[config.mk]
export PLATFORM = sky130hd
export DESIGN_NAME = seg7_scan_driver
export DESIGN_NICKNAME = d
export VERILOG_FILES = /design/src/rtl/seg7_pkg.sv /design/src/rtl/seg7_decode.sv /design/src/rtl/seg7_scan_driver.sv
export SDC_FILE = /design/constraint.sdc
export NUM_CORES = 1
export LEC_CHECK = 0
export ABC_AREA = 1
export CAP_MARGIN = 20
export CORE_UTILIZATION = 50
export DETAILED_ROUTE_END_ITERATION = 16
export GPL_ROUTABILITY_DRIVEN = 1
export PLACE_DENSITY = 0.86
export SETUP_SLACK_MARGIN = 0.1
export SLEW_MARGIN = 20
export SYNTH_ARGS = -nofsm -noshare
export SYNTH_HDL_FRONTEND = slang
export SYNTH_SLANG_ARGS = --single-unit
[constraint.sdc]
create_clock -name CLK -period 2.7 [get_ports CLK]
set_clock_uncertainty 0.15 [all_clocks]
set_input_delay 0.54 -clock CLK [delete_from_list [all_inputs] [get_ports CLK]]
set_output_delay 0.54 -clock CLK [all_outputs]
set_load 0.01 [all_outputs]
[src/rtl/seg7_pkg.sv]
// Shared seven-segment definitions: segment patterns ({g,f,e,d,c,b,a}, 1 = lit)
// and the BCD-to-segment mapping used by the decoder.
package seg7_pkg;

  localparam logic [6:0] SEG_0    = 7'h3F;
  localparam logic [6:0] SEG_1    = 7'h06;
  localparam logic [6:0] SEG_2    = 7'h5B;
  localparam logic [6:0] SEG_3    = 7'h4F;
  localparam logic [6:0] SEG_4    = 7'h66;
  localparam logic [6:0] SEG_5    = 7'h6D;
  localparam logic [6:0] SEG_6    = 7'h7D;
  localparam logic [6:0] SEG_7    = 7'h07;
  localparam logic [6:0] SEG_8    = 7'h7F;
  localparam logic [6:0] SEG_9    = 7'h6F;
  localparam logic [6:0] SEG_DASH = 7'h40;
  localparam logic [6:0] SEG_OFF  = 7'h00;
  localparam logic [6:0] SEG_ALL  = 7'h7F;

  // Non-BCD codes render as a centre dash so a bad value is visible on the glass.
  function automatic logic [6:0] bcd_to_seg(input logic [3:0] bcd);
    case (bcd)
      4'd0:    return SEG_0;
      4'd1:    return SEG_1;
      4'd2:    return SEG_2;
      4'd3:    return SEG_3;
      4'd4:    return SEG_4;
      4'd5:    return SEG_5;
      4'd6:    return SEG_6;
      4'd7:    return SEG_7;
      4'd8:    return SEG_8;
      4'd9:    return SEG_9;
      default: return SEG_DASH;
    endcase
  endfunction

endpackage

[src/rtl/seg7_decode.sv]
// Combinational nibble-to-segments converter; flags nibbles outside 0..9.
module seg7_decode
  import seg7_pkg::*;
(
  input  logic [3:0] bcd_i,
  output logic [6:0] seg_o,
  output logic       invalid_o
);

  assign seg_o     = bcd_to_seg(bcd_i);
  assign invalid_o = (bcd_i > 4'd9);

endmodule

[src/rtl/seg7_scan_driver.sv]
// Multiplexed seven-segment scanner: double-buffered BCD capture, per-digit
// decode, leading-zero blanking, lamp test, anti-ghost blanking and pin polarity.
module seg7_scan_driver
  import seg7_pkg::*;
#(
  parameter int N_DIGITS     = 2,
  parameter int SCAN_DIV     = 1000,
  parameter int BLANK_CYC    = 1,
  parameter bit COMMON_ANODE = 1'b0
) (
  input  logic                    CLK,
  input  logic                    RST,
  input  logic [4*N_DIGITS-1:0]   BCD_IN,
  input  logic                    LOAD,
  input  logic                    BLANK_LZ,
  input  logic                    LT,
  output logic [6:0]              SEG,
  output logic [N_DIGITS-1:0]     DIG,
  output logic                    FRAME,
  output logic                    ERR
);

  localparam int CNT_W = $clog2(SCAN_DIV);
  localparam int IDX_W = (N_DIGITS > 1) ? $clog2(N_DIGITS) : 1;
  localparam logic [6:0]          SEG_POL = COMMON_ANODE ? 7'h7F : 7'h00;
  localparam logic [N_DIGITS-1:0] DIG_POL = COMMON_ANODE ? {N_DIGITS{1'b1}} : '0;

  logic                  started_q;
  logic [CNT_W-1:0]      cnt_q, cnt_d;
  logic [IDX_W-1:0]      idx_q, idx_d;
  logic [4*N_DIGITS-1:0] shadow_q, shadow_d;
  logic [4*N_DIGITS-1:0] active_q, active_d;
  logic [6:0]            seg_q, seg_d;
  logic [N_DIGITS-1:0]   dig_q, dig_d;
  logic                  frame_q, frame_d;
  logic                  err_q, err_d;

  logic                  cnt_wrap, idx_wrap, boundary;
  logic [6:0]            dig_seg [N_DIGITS];
  logic [N_DIGITS-1:0]   dig_bad;
  logic [N_DIGITS-1:0]   lz_zero;
  logic                  zero_run;
  logic [6:0]            cur_seg;
  logic                  cur_blank;

  assign cnt_wrap = (cnt_q == CNT_W'(SCAN_DIV - 1));
  assign idx_wrap = (idx_q == IDX_W'(N_DIGITS - 1));
  // The first edge after reset opens a frame at slot (0,0) without advancing.
  assign boundary = !started_q || (cnt_wrap && idx_wrap);

  always_comb begin
    cnt_d = cnt_q;
    idx_d = idx_q;
    if (!started_q) begin
      cnt_d = '0;
      idx_d = '0;
    end else if (cnt_wrap) begin
      cnt_d = '0;
      idx_d = idx_wrap ? '0 : idx_q + IDX_W'(1);
    end else begin
      cnt_d = cnt_q + CNT_W'(1);
    end
  end

  assign shadow_d = LOAD ? BCD_IN : shadow_q;
  assign active_d = boundary ? shadow_q : active_q;

  for (genvar k = 0; k < N_DIGITS; k++) begin : g_dec
    seg7_decode u_dec (
      .bcd_i     (active_d[4*k +: 4]),
      .seg_o     (dig_seg[k]),
      .invalid_o (dig_bad[k])
    );
  end

  // lz_zero[k]: digit k and every more significant digit hold zero.
  always_comb begin
    zero_run = 1'b1;
    lz_zero  = '0;
    for (int k = N_DIGITS - 1; k >= 0; k--) begin
      zero_run   = zero_run && (active_d[4*k +: 4] == 4'd0);
      lz_zero[k] = zero_run;
    end
  end

  always_comb begin
    cur_seg   = SEG_OFF;
    cur_blank = 1'b0;
    dig_d     = '0;
    for (int k = 0; k < N_DIGITS; k++) begin
      if (idx_d == IDX_W'(k)) begin
        cur_seg   = dig_seg[k];
        cur_blank = BLANK_LZ && (k != 0) && lz_zero[k];
        dig_d[k]  = (int'(cnt_d) >= BLANK_CYC);
      end
    end
    if (LT)             seg_d = SEG_ALL;
    else if (cur_blank) seg_d = SEG_OFF;
    else                seg_d = cur_seg;
  end

  assign frame_d = boundary;
  assign err_d   = err_q | (|dig_bad);

  always_ff @(posedge CLK or posedge RST) begin
    if (RST) begin
      started_q <= 1'b0;
      cnt_q     <= '0;
      idx_q     <= '0;
      shadow_q  <= '0;
      active_q  <= '0;
      seg_q     <= SEG_OFF ^ SEG_POL;
      dig_q     <= DIG_POL;
      frame_q   <= 1'b0;
      err_q     <= 1'b0;
    end else begin
      started_q <= 1'b1;
      cnt_q     <= cnt_d;
      idx_q     <= idx_d;
      shadow_q  <= shadow_d;
      active_q  <= active_d;
      seg_q     <= seg_d ^ SEG_POL;
      dig_q     <= dig_d ^ DIG_POL;
      frame_q   <= frame_d;
      err_q     <= err_d;
    end
  end

  assign SEG   = seg_q;
  assign DIG   = dig_q;
  assign FRAME = frame_q;
  assign ERR   = err_q;

endmodule
---- Yosys cells after proc, flatten, opt, wreduce, memory -nomap -nowiden ----
Memory sizes are Yosys's and may differ from the RTL's.
Cells that the tools add are included.
Widths: inputs -> output; s select.
cells by class
  magnitude comparators ................... 3
  bitwise logic cells ..................... 1
  equal/unequal tests ..................... 1
  $add $sub $neg .......................... 2
  multiplexer cells ....................... 12
  reduce and logical (&&, ||, !) cells .... 6
operators with widths
  kind                   count
  $mux 7                 3
  $mux 10                2
  $add 10x1->10 const B  1
  $eq 10x10->1 const B   1
  $ge 10x1->1 const B    1
  $gt 4x4->1 const B     2
  $mux 8                 1
  $mux 1                 6
  $logic_not 4->1        1
  $logic_and 1x1->1      2
  $reduce_or 2->1        1
  $add 1x1->1 const B    1
  $logic_not 1->1        1
  $logic_or 1x1->1       1
  $or 1x1->1             1
word-level totals
  bits in registers ....................... 39
  memories kept ........................... 2
  input bits .............................. 13
  logic and storage cells ................. 36
  ROM bits ................................ 224
memory list
  name              depth  bits a word  rd ports  clocked after Yosys merged registers in  write ports  RTL line        RTL
  (name not given)  16     7            1         0                                        0            seg7_pkg.sv:21  case (bcd)
  (name not given)  16     7            1         0                                        0            seg7_pkg.sv:21

---- Longest topological paths before layout ----
Gate-level depths: netlist (run 1).
  word-level depth ........................ 9
  gate-level depth with buffers ........... 20
  mapped depth without buffers ............ 19

---- Cells and area by module ----
A second synthesis (run 1) with hierarchy kept.
unflattened totals
  cell total of the unflattened synthesis .. 283
  area total of the unflattened synthesis .. 2179.6 µm²
modules (own cells, without submodules)
  module            sequential area each (µm²)  instances  cells each  area an instance (µm²)
  seg7_scan_driver  975.9                       1          203         1726.7
  seg7_decode       0.0                         2          40          226.5

---- Least setup slack after synthesis (run 1) ----
Ideal clock, no wire load.
  path kind ............................... flip-flop to flip-flop
  start point ............................. register cnt_q[0]
  end point ............................... register seg_q[3], in the netlist SEG[3]
  setup time .............................. 66 ps
  data arrival time ....................... 2436 ps
  path buffers ............................ 1
  stages on the path, launching flop included .. 18
  slack ................................... 48 ps
  cell sequence ........................... dfrtp_1 > ha_1 > nand2_1 > nor2_2 > nand3_2 > inv_1 > ha_1 > inv_2 > nand2_8 > buf_12 > o21ai_0 > inv_1 > ha_1 > o21ai_2 > nor2_1 > o21ai_0 > nand2_1 > nand2_1
on the way
  elaborated cells on any way between the ends .. 14
  classes of those cells .................. 1 x eq/ne; 7 x mux; 4 x reduce/logical; 2 x memory
RTL lines
  what                    RTL line                 RTL
  from (decl)             seg7_scan_driver.sv:29   logic [CNT_W-1:0] cnt_q, cnt_d;
  from (signal assigned)  seg7_scan_driver.sv:118  cnt_q <= cnt_d;
  $eq 10x10->1            seg7_scan_driver.sv:46   assign cnt_wrap = (cnt_q == CNT_W'(SCAN_DIV - 1));
  $logic_and 1x1->1       seg7_scan_driver.sv:49   assign boundary = !started_q || (cnt_wrap && idx_wrap);
  $logic_or 1x1->1        seg7_scan_driver.sv:49
  named net boundary      seg7_scan_driver.sv:38   logic cnt_wrap, idx_wrap, boundary;
  $mux 8                  seg7_scan_driver.sv:66   assign active_d = boundary ? shadow_q : active_q;
  named net active_d[0]   seg7_scan_driver.sv:32   logic [4*N_DIGITS-1:0] active_q, active_d;
  $mem_v2 16x7            n/a
  $mux 7                  seg7_scan_driver.sv:91   if (idx_d == IDX_W'(k)) begin
  $mux 7                  seg7_scan_driver.sv:98   else if (cur_blank) seg_d = SEG_OFF;
  $mux 7                  seg7_scan_driver.sv:97   if (LT) seg_d = SEG_ALL;
  named net seg_d[3]      seg7_scan_driver.sv:33   logic [6:0] seg_q, seg_d;
  to (signal assigned)    seg7_scan_driver.sv:112  seg_q <= SEG_OFF ^ SEG_POL;
  to (signal assigned)    seg7_scan_driver.sv:122  seg_q <= seg_d ^ SEG_POL;
  to (decl)               seg7_scan_driver.sv:33
The timed path passes the listed nets, and every way through them passes these cells.
A chain may end at the register's enable or synchronous reset.

---- Worst setup path in the final report (run 1) ----
  start point ............................. register cnt_q[1]
  end point ............................... register seg_q[3], in the netlist SEG[3]
on the way
  cells in the longest elaborated chain, start to end .. 9
  elaborated cells on any way between the ends .. 14
  classes of those cells .................. 1 x eq/ne; 7 x mux; 4 x reduce/logical; 2 x memory
RTL lines
  what                                                  RTL line
  $eq 10x10->1 *                                        seg7_scan_driver.sv:46
  $logic_and 1x1->1 *                                   seg7_scan_driver.sv:49
  $logic_or 1x1->1 *                                    seg7_scan_driver.sv:49
  $mux 8 *                                              seg7_scan_driver.sv:66
  named net active_d[5]                                 seg7_scan_driver.sv:32
  branches (longest 3 deep; another with $mem_v2 16x7)  n/a
  $mux 7 *                                              seg7_scan_driver.sv:98
  $mux 7 *                                              seg7_scan_driver.sv:97
  named net seg_d[3]                                    seg7_scan_driver.sv:33
Mark *: on every way through the listed nets, which the timed path passes.

==> flow_metrics.tcl, run 1 <==
set metrics [dict create \
    status "finished, final reports clean" \
    initial_utilization_pct 52.73 \
    cp.required_ns 2.73 \
    crit_type "flip-flop to flip-flop" \
    r2r_slack_ns 0.19 \
    setup.worst_path.end_class "flip-flop" \
    core-area_um2 4058 \
    finalSetupViolations 0 \
    synthFlopType "dfrtp_1" \
    track_usage_pct 20.19 \
    final_cell_area_um2 2704 \
    syn-num-nets 266 \
    yosysTopAreaCellShare_pct 45.61 \
    synth_commonest_cells "nand2_1 (46), dfrtp_1 (39), inv_1 (33), nor2_1 (25), nand3_1 (21)" \
    detailroute.via_count 1695 \
    wirelength_um 4081 \
    clk_pin_slew_ns 0.08 \
    vdd_drop_max_v 0.0003836 \
    ys_types 33 \
    synth.most_common_cell "nand2_1" \
    dpl.hpwl_um 2886 \
    wl_per_cell_um 12.18 \
    timing.max_cap.violations 0 \
    async_reset_ff_share_pct 100.0 \
    area_growth_pct 26.37 \
    clock_latency_ns 0.29 \
    synth_seq_cells 39 \
    path_cells "ha_2, nand2_2, nor2_4, nand3_2, inv_1, ha_4, inv_4, nand2_8, nand2_2, o21ai_4, buf_4, ha_1, nor2_1, nor3_1, nor2_1, nand2_1, nand2_1" \
    yosysTopAreaCell "dfrtp_1" \
    crit_path_max_fanout 6 \
    numCtsBuffers 5 \
    fin_setup_tns_ns 0 \
    powerDensity_nw_per_um2 509.1 \
    synth_area_leaders "dfrtp_1 (46%), nand2_1 (8.1%), ha_1 (5.8%)" \
    final.period_utilization_pct 92.93 \
    grt_pass1_vias 1602 \
    grt_start_max_net_pins 40 \
    worst_pin_slew_ns 0.6185 \
    drc 0 \
    port_buffers 23 \
    grt-ovfl-total 0 \
    die_area_um2 4545 \
    drive_above_1_share_pct 25.96 \
    synth_seq_area_share_pct 45.61 \
    num_rows 23 \
    finalPower_uw 1377 \
    cpPeakStageDelay_ns 0.40 \
    syn-cell-area_um2 2140 \
    die_h_um 67.42 \
    cts_root_buf "clkbuf_8" \
    drtIter0Drc 116 \
    drtAntennaViolNets 0 \
    rsz0062_at_grt "false" \
    syn_inst 243 \
    relSlewSlack_pct 58.76 \
    antenna_found_initial 0 \
    synth-edff-count 0 \
    yosysWarnings 0 \
    nets 307 \
    clock_path_buffers 2 \
    p_leak_uw 0.001339 \
    period_minus_slack_ns 2.509 \
    cts_tree "yes" \
    via_per_inst 5.060 \
    setup.worst_path.start_class "flip-flop" \
    clock_sinks 39 \
    hold_violations 0 \
    num_io_pins 24 \
    max_freq_ghz 0.3985 \
    crit_slowest_cell "dfrtp_1" \
    hold_buffers 0 \
    htreeDepth 2 \
    diodes 0 \
    drv_slew 0 \
    grt_pass1_wl_um 6706 \
    arrival_ns 2.54 \
    die_w_um 67.42 \
    drt_pre_antenna_iters 4 \
    gp_congestion 0.8356 \
    hp-class "flip-flop to flip-flop" \
    syn_avg_cell_area_um2 8.805 \
    placedInstanceArea_um2 2420 \
]
## per-stage QoR
step	util [%]	cells	hold slack [ns]	setup WS, ns
floorplan	-	243	0.3311	0.1462
global placement	59.64	316	0.3152	0.07153
detailed placement	59.64	316	0.3070	0.03856
CTS	62.35	325	0.3385	0.1025
global route	66.64	335	0.3549	0.08596
finish	66.64	335	0.3340	0.1908
## timing repair
action,CTS,global route
gates cloned,0,1
pin swaps,1,12
endpoints found under the setup margin,4,8
resized for setup,2,27
setup buffers,1,9
endpoints found under the hold margin,0,0
## final timing paths
| check | from | endpoint | cells past startpoint |
|---|---|---|---|
| worst max register to register | cnt_q[1]$_DFF_PP0_ | SEG[3]$_DFF_PP0_ | 17 |
| worst min-delay path | ERR$_DFF_PP0_ | ERR$_DFF_PP0_ | 1 |
| worst max-delay path | cnt_q[1]$_DFF_PP0_ | SEG[3]$_DFF_PP0_ | 17 |
| max in group asynchronous | RST | SEG[6]$_DFF_PP0_ | 3 |
| min in group asynchronous | RST | cnt_q[3]$_DFF_PP0_ | 3 |
| worst min register to register | ERR$_DFF_PP0_ | ERR$_DFF_PP0_ | 1 |
## registers in the layout, indices dropped and copies added (netlist names)
| name | count |
|---|---|
| started_q | 1 |
| SEG | 7 |
| active_q | 8 |
| DIG | 2 |
| ERR | 1 |
| idx_q | 1 |
| FRAME | 1 |
| shadow_q | 8 |
| cnt_q | 10 |
## per-layer routing
layer / up-vias / wire, um / track usage, %
li1: 843 / - / -
met1: 805 / 1767 / 22.89
met2: 38 / 2090 / 36.00
met3: 9 / 157 / 5.743
met4: 0 / 65 / 6.915
met5: - / 0 / 0
## cell families (layout without fill, tap and decap cells)
| logic type | count (synthesis) | after routing | synth area share, % |
|---|---|---|---|
| AO/OA/AOI/OAI | 27 | 27 | 9.707 |
| adder cells (fa/ha/maj) | 10 | 10 | 5.848 |
| buffers and inverters | 46 | 87 | 9.474 |
| flip-flops | 39 | 39 | 45.61 |
| multiplexers | 4 | 4 | 2.105 |
| other | 1 | 1 | 0.1753 |
| AND/OR/NAND/NOR | 116 | 117 | 27.08 |
## layout make-up
| class | count | area [um^2] |
|---|---|---|
| Multi-Input combinational cell | 159 | 1056 |
| Clock inverter | 2 | 16.27 |
| Inverter | 42 | 167.7 |
| Fill cell | 319 | 1354 |
| Timing Repair Buffer | 37 | 342.8 |
| Clock buffer | 6 | 82.58 |
| Sequential cell | 39 | 975.9 |
| Tap cell | 50 | 62.56 |
## power breakdown
group	internal (uW)	total, uW	switching [uW]
Sequential	629	654	25.5
Combinational	137	306	169
Clock	208	416	208
Total	974	1380	402
## layout by cell type, fill, tap and decap left out, drive strengths merged
master	synthesis	final
inv	42	42
clkdlybuf4s50	0	23
buf	3	14
nor3	3	3
clkinvlp	0	1
dfrtp	39	39
nand4	3	3
a21oi	2	2
nand2	57	58
nor2	28	28
o21ai	20	20
o21bai	2	2
conb	1	1
clkbuf	1	6
ha	10	10
nand3	22	22
mux2	4	4
o211ai	3	3
clkinv	0	1
or2	1	1
nand3b	2	2
## critical path, delay by kind of cell, from the launching register on
kind,cells,cell delay (ns)
flops,1,0.40
fa+ha+maj,3,0.63
buf+inv,3,0.31
compound gates,1,0.08
simple gates,10,0.81
Power figures use the tool's default switching activity.
==> inputs of run 2 (changes only) <==
Settings changed: CORE_MARGIN set to 10, CORE_UTILIZATION 50 to 60, PLACE_DENSITY 0.86 to 0.95.
Clock period 2.7 ns to 3.2 ns, I/O delays scaled along.
==> run 2 against run 1 <==
Effect of this change: design area decreased by 8.3%; power decreased by 18%; final cell count decreased by 5.4%; core utilization increased by 6.5 points; largest cell class is now flip-flops and latches.
==> flow_metrics.tcl, run 2 (synthesis gave the netlist of run 1 again) <==
set metrics [dict create \
    max_freq_ghz 0.3513 \
    clock_sinks 39 \
    cts_resized 0 \
    wl_per_cell_um 13.18 \
    instances_no_fill 317 \
    clock_path_buffers 2 \
    drtIter0Drc 75 \
    fin_hold_ws_ns 0.3458 \
    via_per_inst 5.151 \
    final.period_utilization_pct 88.96 \
    setup.worst_path.end_class "flip-flop" \
    rsz0062_at_grt "false" \
    htreeDepth 2 \
    die_h_um 79.72 \
    initial_utilization_pct 63.12 \
    setup.worst_path.start_class "flip-flop" \
    numCtsBuffers 5 \
    sw_frac_of_total_pct 27.80 \
    internal_power_uw 810.3 \
    port_buffers 23 \
    cts_root_buf "clkbuf_4" \
    top_register "cnt_q" \
    dpl.hpwl_um 3149 \
    grt_pass1_vias 1719 \
    detailroute.via_count 1633 \
    arrival_ns 3.00 \
    drv_slew 0 \
    final.setup.worst_slack_ns 0.3533 \
    drtAntennaViolNets 0 \
    cp.required_ns 3.36 \
    timing.max_cap.violations 0 \
    diodes 0 \
    status "finished, final reports clean" \
    drive_above_1_share_pct 16.97 \
    comb_power_share_pct 20.1 \
    hold_buffers 0 \
    vdd_drop_max_v 0.0003845 \
    powerDensity_nw_per_um2 452.8 \
    period_minus_slack_ns 2.847 \
    num_rows 21 \
    drc 0 \
    r2r_cells 16 \
    clkPwrFrac_pct 30.9 \
    gp_congestion 0.8587 \
    largest_register_ffs 10 \
    drt_pre_antenna_iters 4 \
    cts_tree "yes" \
    min_path_cells 1 \
    clock_latency_ns 0.35 \
    wirelength_um 4179 \
    top_regs "cnt_q (10), active_q (8), shadow_q (8)" \
    seq_power_share_pct 49.0 \
    fill_cells 268 \
    finalPower_uw 1122 \
    grt_start_max_net_pins 40 \
    dp_cells 309 \
    finalSetupViolations 0 \
    highest_layer "met4" \
    pre_cts_ws_ns 0.3664 \
    hold_violations 0 \
    area_growth_pct 15.85 \
    hp-class "flip-flop to flip-flop" \
    p_leak_uw 0.001272 \
    grt-ovfl-total 0 \
    wl_met1_um 1626 \
    die_w_um 79.72 \
    layout_commonest_cell "nand2_1" \
    met2_length_um 2340 \
    clk_pin_slew_ns 0.12 \
    crit_path_max_fanout 15 \
    num_io_pins 24 \
    grt_pass1_wl_um 7534 \
    met3WireLength_um 168 \
    track_usage_pct 14.93 \
    die_area_um2 6354 \
    p_sw_uw 312.0 \
    post_cts_buffers 0 \
    crit_type "flip-flop to flip-flop" \
    nets 293 \
    core-area_um2 3390 \
    fin_setup_tns_ns 0 \
    antenna_found_initial 0 \
    final_cell_mix "nand2_1 (46), dfrtp_1 (39), inv_1 (33), nor2_1 (25), clkdlybuf4s50_1 (23)" \
]
-- run 2: cell count changes in the layout (fill, tap and decap cells not counted), sizes merged --
| cell | before | now |
|---|---|---|
| bufinv | 0 | 1 |
| nand2 | 58 | 57 |
| clkinvlp | 1 | 0 |
| buf | 14 | 1 |
-- run 2: area by class of cell --
type	instances	area [um^2]	area share, %
well taps	46	57.56	2.322
clock buffers	6	51.30	2.070
clock inverters	2	35.03	1.413
flip-flops and latches	39	975.9	39.37
inverters	42	160.2	6.461
repair buffers	24	237.7	9.591
multi-input cells	158	960.9	38.77
-- run 2: power by group through the flow --
stage	registers, uW	clock network, uW	logic [uW]
floorplan	561	0	149
global placement	557	0	219
detailed placement	560	0	224
CTS	550	358	227
global route	554	375	255
finish	549	347	226
-- run 2: critical path, stage by stage (launching register included) --
cell and delay [ns]:
dfrtp_1 0.42, ha_1 0.22, nand2_1 0.14, nor2_2 0.07, nand3_2 0.11, inv_1 0.05
ha_1 0.18, inv_2 0.11, nand2_8 0.13, o21ai_2 0.23, inv_1 0.13, ha_1 0.22
o21ai_0 0.27, nor2_1 0.09, nor2_1 0.16, nand2_1 0.07, nand2_1 0.06
-- run 2: path summary, 6_finish.rpt --
path,startpoint,endpoint,slack [ns]
max,cnt_q[0]$_DFF_PP0_,SEG[0]$_DFF_PP0_,0.35
min,ERR$_DFF_PP0_,ERR$_DFF_PP0_,0.35
max reg2reg,cnt_q[0]$_DFF_PP0_,SEG[0]$_DFF_PP0_,0.35
min reg2reg,ERR$_DFF_PP0_,ERR$_DFF_PP0_,0.35
max in group asynchronous,RST,shadow_q[2]$_DFFE_PP0P_,2.02
min in group asynchronous,RST,SEG[6]$_DFF_PP0_,0.54
-- run 2: metrics by stage --
step,utilization (%),instance area [um^2]
after floorplan,-,2140
after detailed placement,70.58,2392
after global routing,73.13,2479
final,73.13,2479
after CTS,73.13,2479
after global placement,70.58,2392
-- run 2: routing by layer --
metal  global-route usage [%]  vias up
met5                        0        -
met4                    6.631        0
met3                    4.054        5
met2                    27.51       31
met1                    15.28      785
li1                         -      812
==> inputs of run 3 (changes only) <==
Settings changed: CELL_PAD_IN_SITES_DETAIL_PLACEMENT set to 1, CELL_PAD_IN_SITES_GLOBAL_PLACEMENT set to 2, CORE_UTILIZATION 60 to 37.
==> run 3 against run 2 <==
Effect of this change: non-clock buffer count is the same; sequential share of layout area shrank 0.76 points; power grew 0.67%; critical path depth grew 1; global-route usage shrank 3.4 points; clock-buffer cell count is the same; hold slack lost 0.018 ns; first-iteration DRC count shrank 59%; maximum frequency grew 1.2%.
==> flow_metrics.tcl, run 3 (synthesis gave the netlist of run 1 again) <==
set metrics [dict create \
    status "finished, final reports clean" \
    post_cts_buffers 0 \
    largest_register_ffs 10 \
    die_area_um2 9225 \
    nets 293 \
    finalPower_uw 1130 \
    seq_power_share_pct 48.6 \
    crit_type "flip-flop to flip-flop" \
    grt_start_max_net_pins 40 \
    top_regs "cnt_q (10), active_q (8), shadow_q (8)" \
    fin_setup_tns_ns 0 \
    wl_per_cell_um 13.76 \
    final_cell_mix "nand2_1 (46), dfrtp_1 (39), inv_1 (33), nor2_1 (25), clkdlybuf4s50_1 (23)" \
    powerDensity_nw_per_um2 447.0 \
    internal_power_uw 802.2 \
    clock_sinks 39 \
    utilization_pct 45.34 \
    detailroute.via_count 1617 \
    drc 0 \
    placedInstanceArea_um2 2425 \
    grt_pass1_wl_um 8376 \
    hold_buffers 0 \
    num_rows 27 \
    cts_root_buf "clkbuf_8" \
    finalSetupViolations 0 \
    drt_pre_antenna_iters 3 \
    layout_commonest_cell "nand2_1" \
    drtAntennaViolNets 0 \
    vdd_drop_max_v 0.0002441 \
    setup.worst_path.end_class "flip-flop" \
    htreeDepth 2 \
    clock_latency_ns 0.29 \
    area_growth_pct 18.13 \
    die_h_um 96.05 \
    gp_congestion 0.7971 \
    p_leak_uw 0.001272 \
    clock_path_buffers 2 \
    crit_path_max_fanout 15 \
    hold_violations 0 \
    numCtsBuffers 5 \
    clk_pin_slew_ns 0.08 \
    port_buffers 23 \
    initial_utilization_pct 38.38 \
    grt_pass1_vias 1852 \
    hp-class "flip-flop to flip-flop" \
    via_per_inst 4.714 \
    final_cell_area_um2 2527 \
    dpl.hpwl_um 3740 \
    grt-ovfl-total 0 \
    track_usage_pct 11.57 \
    final.period_utilization_pct 87.92 \
    comb_power_share_pct 20.3 \
    cts_tree "yes" \
    rsz0062_at_grt "false" \
    max_freq_ghz 0.3554 \
    clkPwrFrac_pct 31.1 \
    cts_resized 0 \
    num_io_pins 24 \
    drtIter0Drc 31 \
    sw_frac_of_total_pct 29.00 \
    drv_slew 0 \
    timing.max_cap.violations 0 \
    p_sw_uw 327.7 \
    wirelength_um 4718 \
    cp.required_ns 3.28 \
    drive_above_1_share_pct 17.34 \
    period_minus_slack_ns 2.814 \
    arrival_ns 2.89 \
    antenna_found_initial 0 \
    setup.worst_path.start_class "flip-flop" \
    core-area_um2 5574 \
    top_register "cnt_q" \
    die_w_um 96.05 \
    diodes 0 \
]
[run 3: layout make-up]
class                           count  area, um^2
Clock buffer                        6       82.58
Clock inverter                      2       16.27
Fill cell                         673        3047
Inverter                           42       160.2
Multi-Input combinational cell    158       964.7
Sequential cell                    39       975.9
Tap cell                           72       90.09
Timing Repair Buffer               24       237.7
[run 3: critical path: stages (launching register included)]
cell	delay, ns
dfrtp_1	0.41
ha_1	0.22
nand2_1	0.14
nor2_2	0.07
nand3_2	0.10
inv_1	0.05
ha_1	0.18
inv_2	0.11
nand2_8	0.13
o21ai_4	0.25
inv_1	0.12
ha_1	0.22
nand2_2	0.11
nand3b_4	0.15
nand2_2	0.08
nor2_1	0.13
nand2_1	0.06
nand2_1	0.05
[run 3: per-layer routing]
| layer | share of wire (%) | up-vias | GRT usage, % | wire, um |
|---|---|---|---|---|
| met2 | 55 | 9 | 21.41 | 2572 |
| met1 | 42 | 790 | 12.23 | 1966 |
| met3 | 1.8 | 7 | 2.490 | 86 |
| met5 | 0 | - | 0 | 0 |
| li1 | - | 811 | - | - |
| met4 | 1.9 | 0 | 5.160 | 92 |
[run 3: worst paths after layout]
check | from | end | slack [ns] | depth (start not counted)
max in group asynchronous | RST | SEG[6]$_DFF_PP0_ | 1.94 | 3
max reg2reg | cnt_q[0]$_DFF_PP0_ | SEG[3]$_DFF_PP0_ | 0.39 | 17
min reg2reg | ERR$_DFF_PP0_ | ERR$_DFF_PP0_ | 0.33 | 1
max | cnt_q[0]$_DFF_PP0_ | SEG[3]$_DFF_PP0_ | 0.39 | 17
min in group asynchronous | RST | shadow_q[7]$_DFFE_PP0P_ | 0.60 | 3
min | ERR$_DFF_PP0_ | ERR$_DFF_PP0_ | 0.33 | 1
[run 3: per-stage QoR]
step / hold WS, ns / worst slack, ns / cells
finish: 0.3281 / 0.3864 / 343
global route: 0.3726 / 0.1116 / 343
CTS: 0.3333 / 0.2770 / 343
detailed placement: 0.3118 / 0.3149 / 335
global placement: 0.3074 / 0.4528 / 335
floorplan: 0.3311 / 0.5481 / 243
[run 3: power by group through the flow]
stage,Clock (uW),Sequential [uW],Combinational (uW)
after floorplan,0,561,149
after global placement,0,558,226
after detailed placement,0,560,233
after CTS,367,550,234
after global routing,393,554,263
final,351,550,229
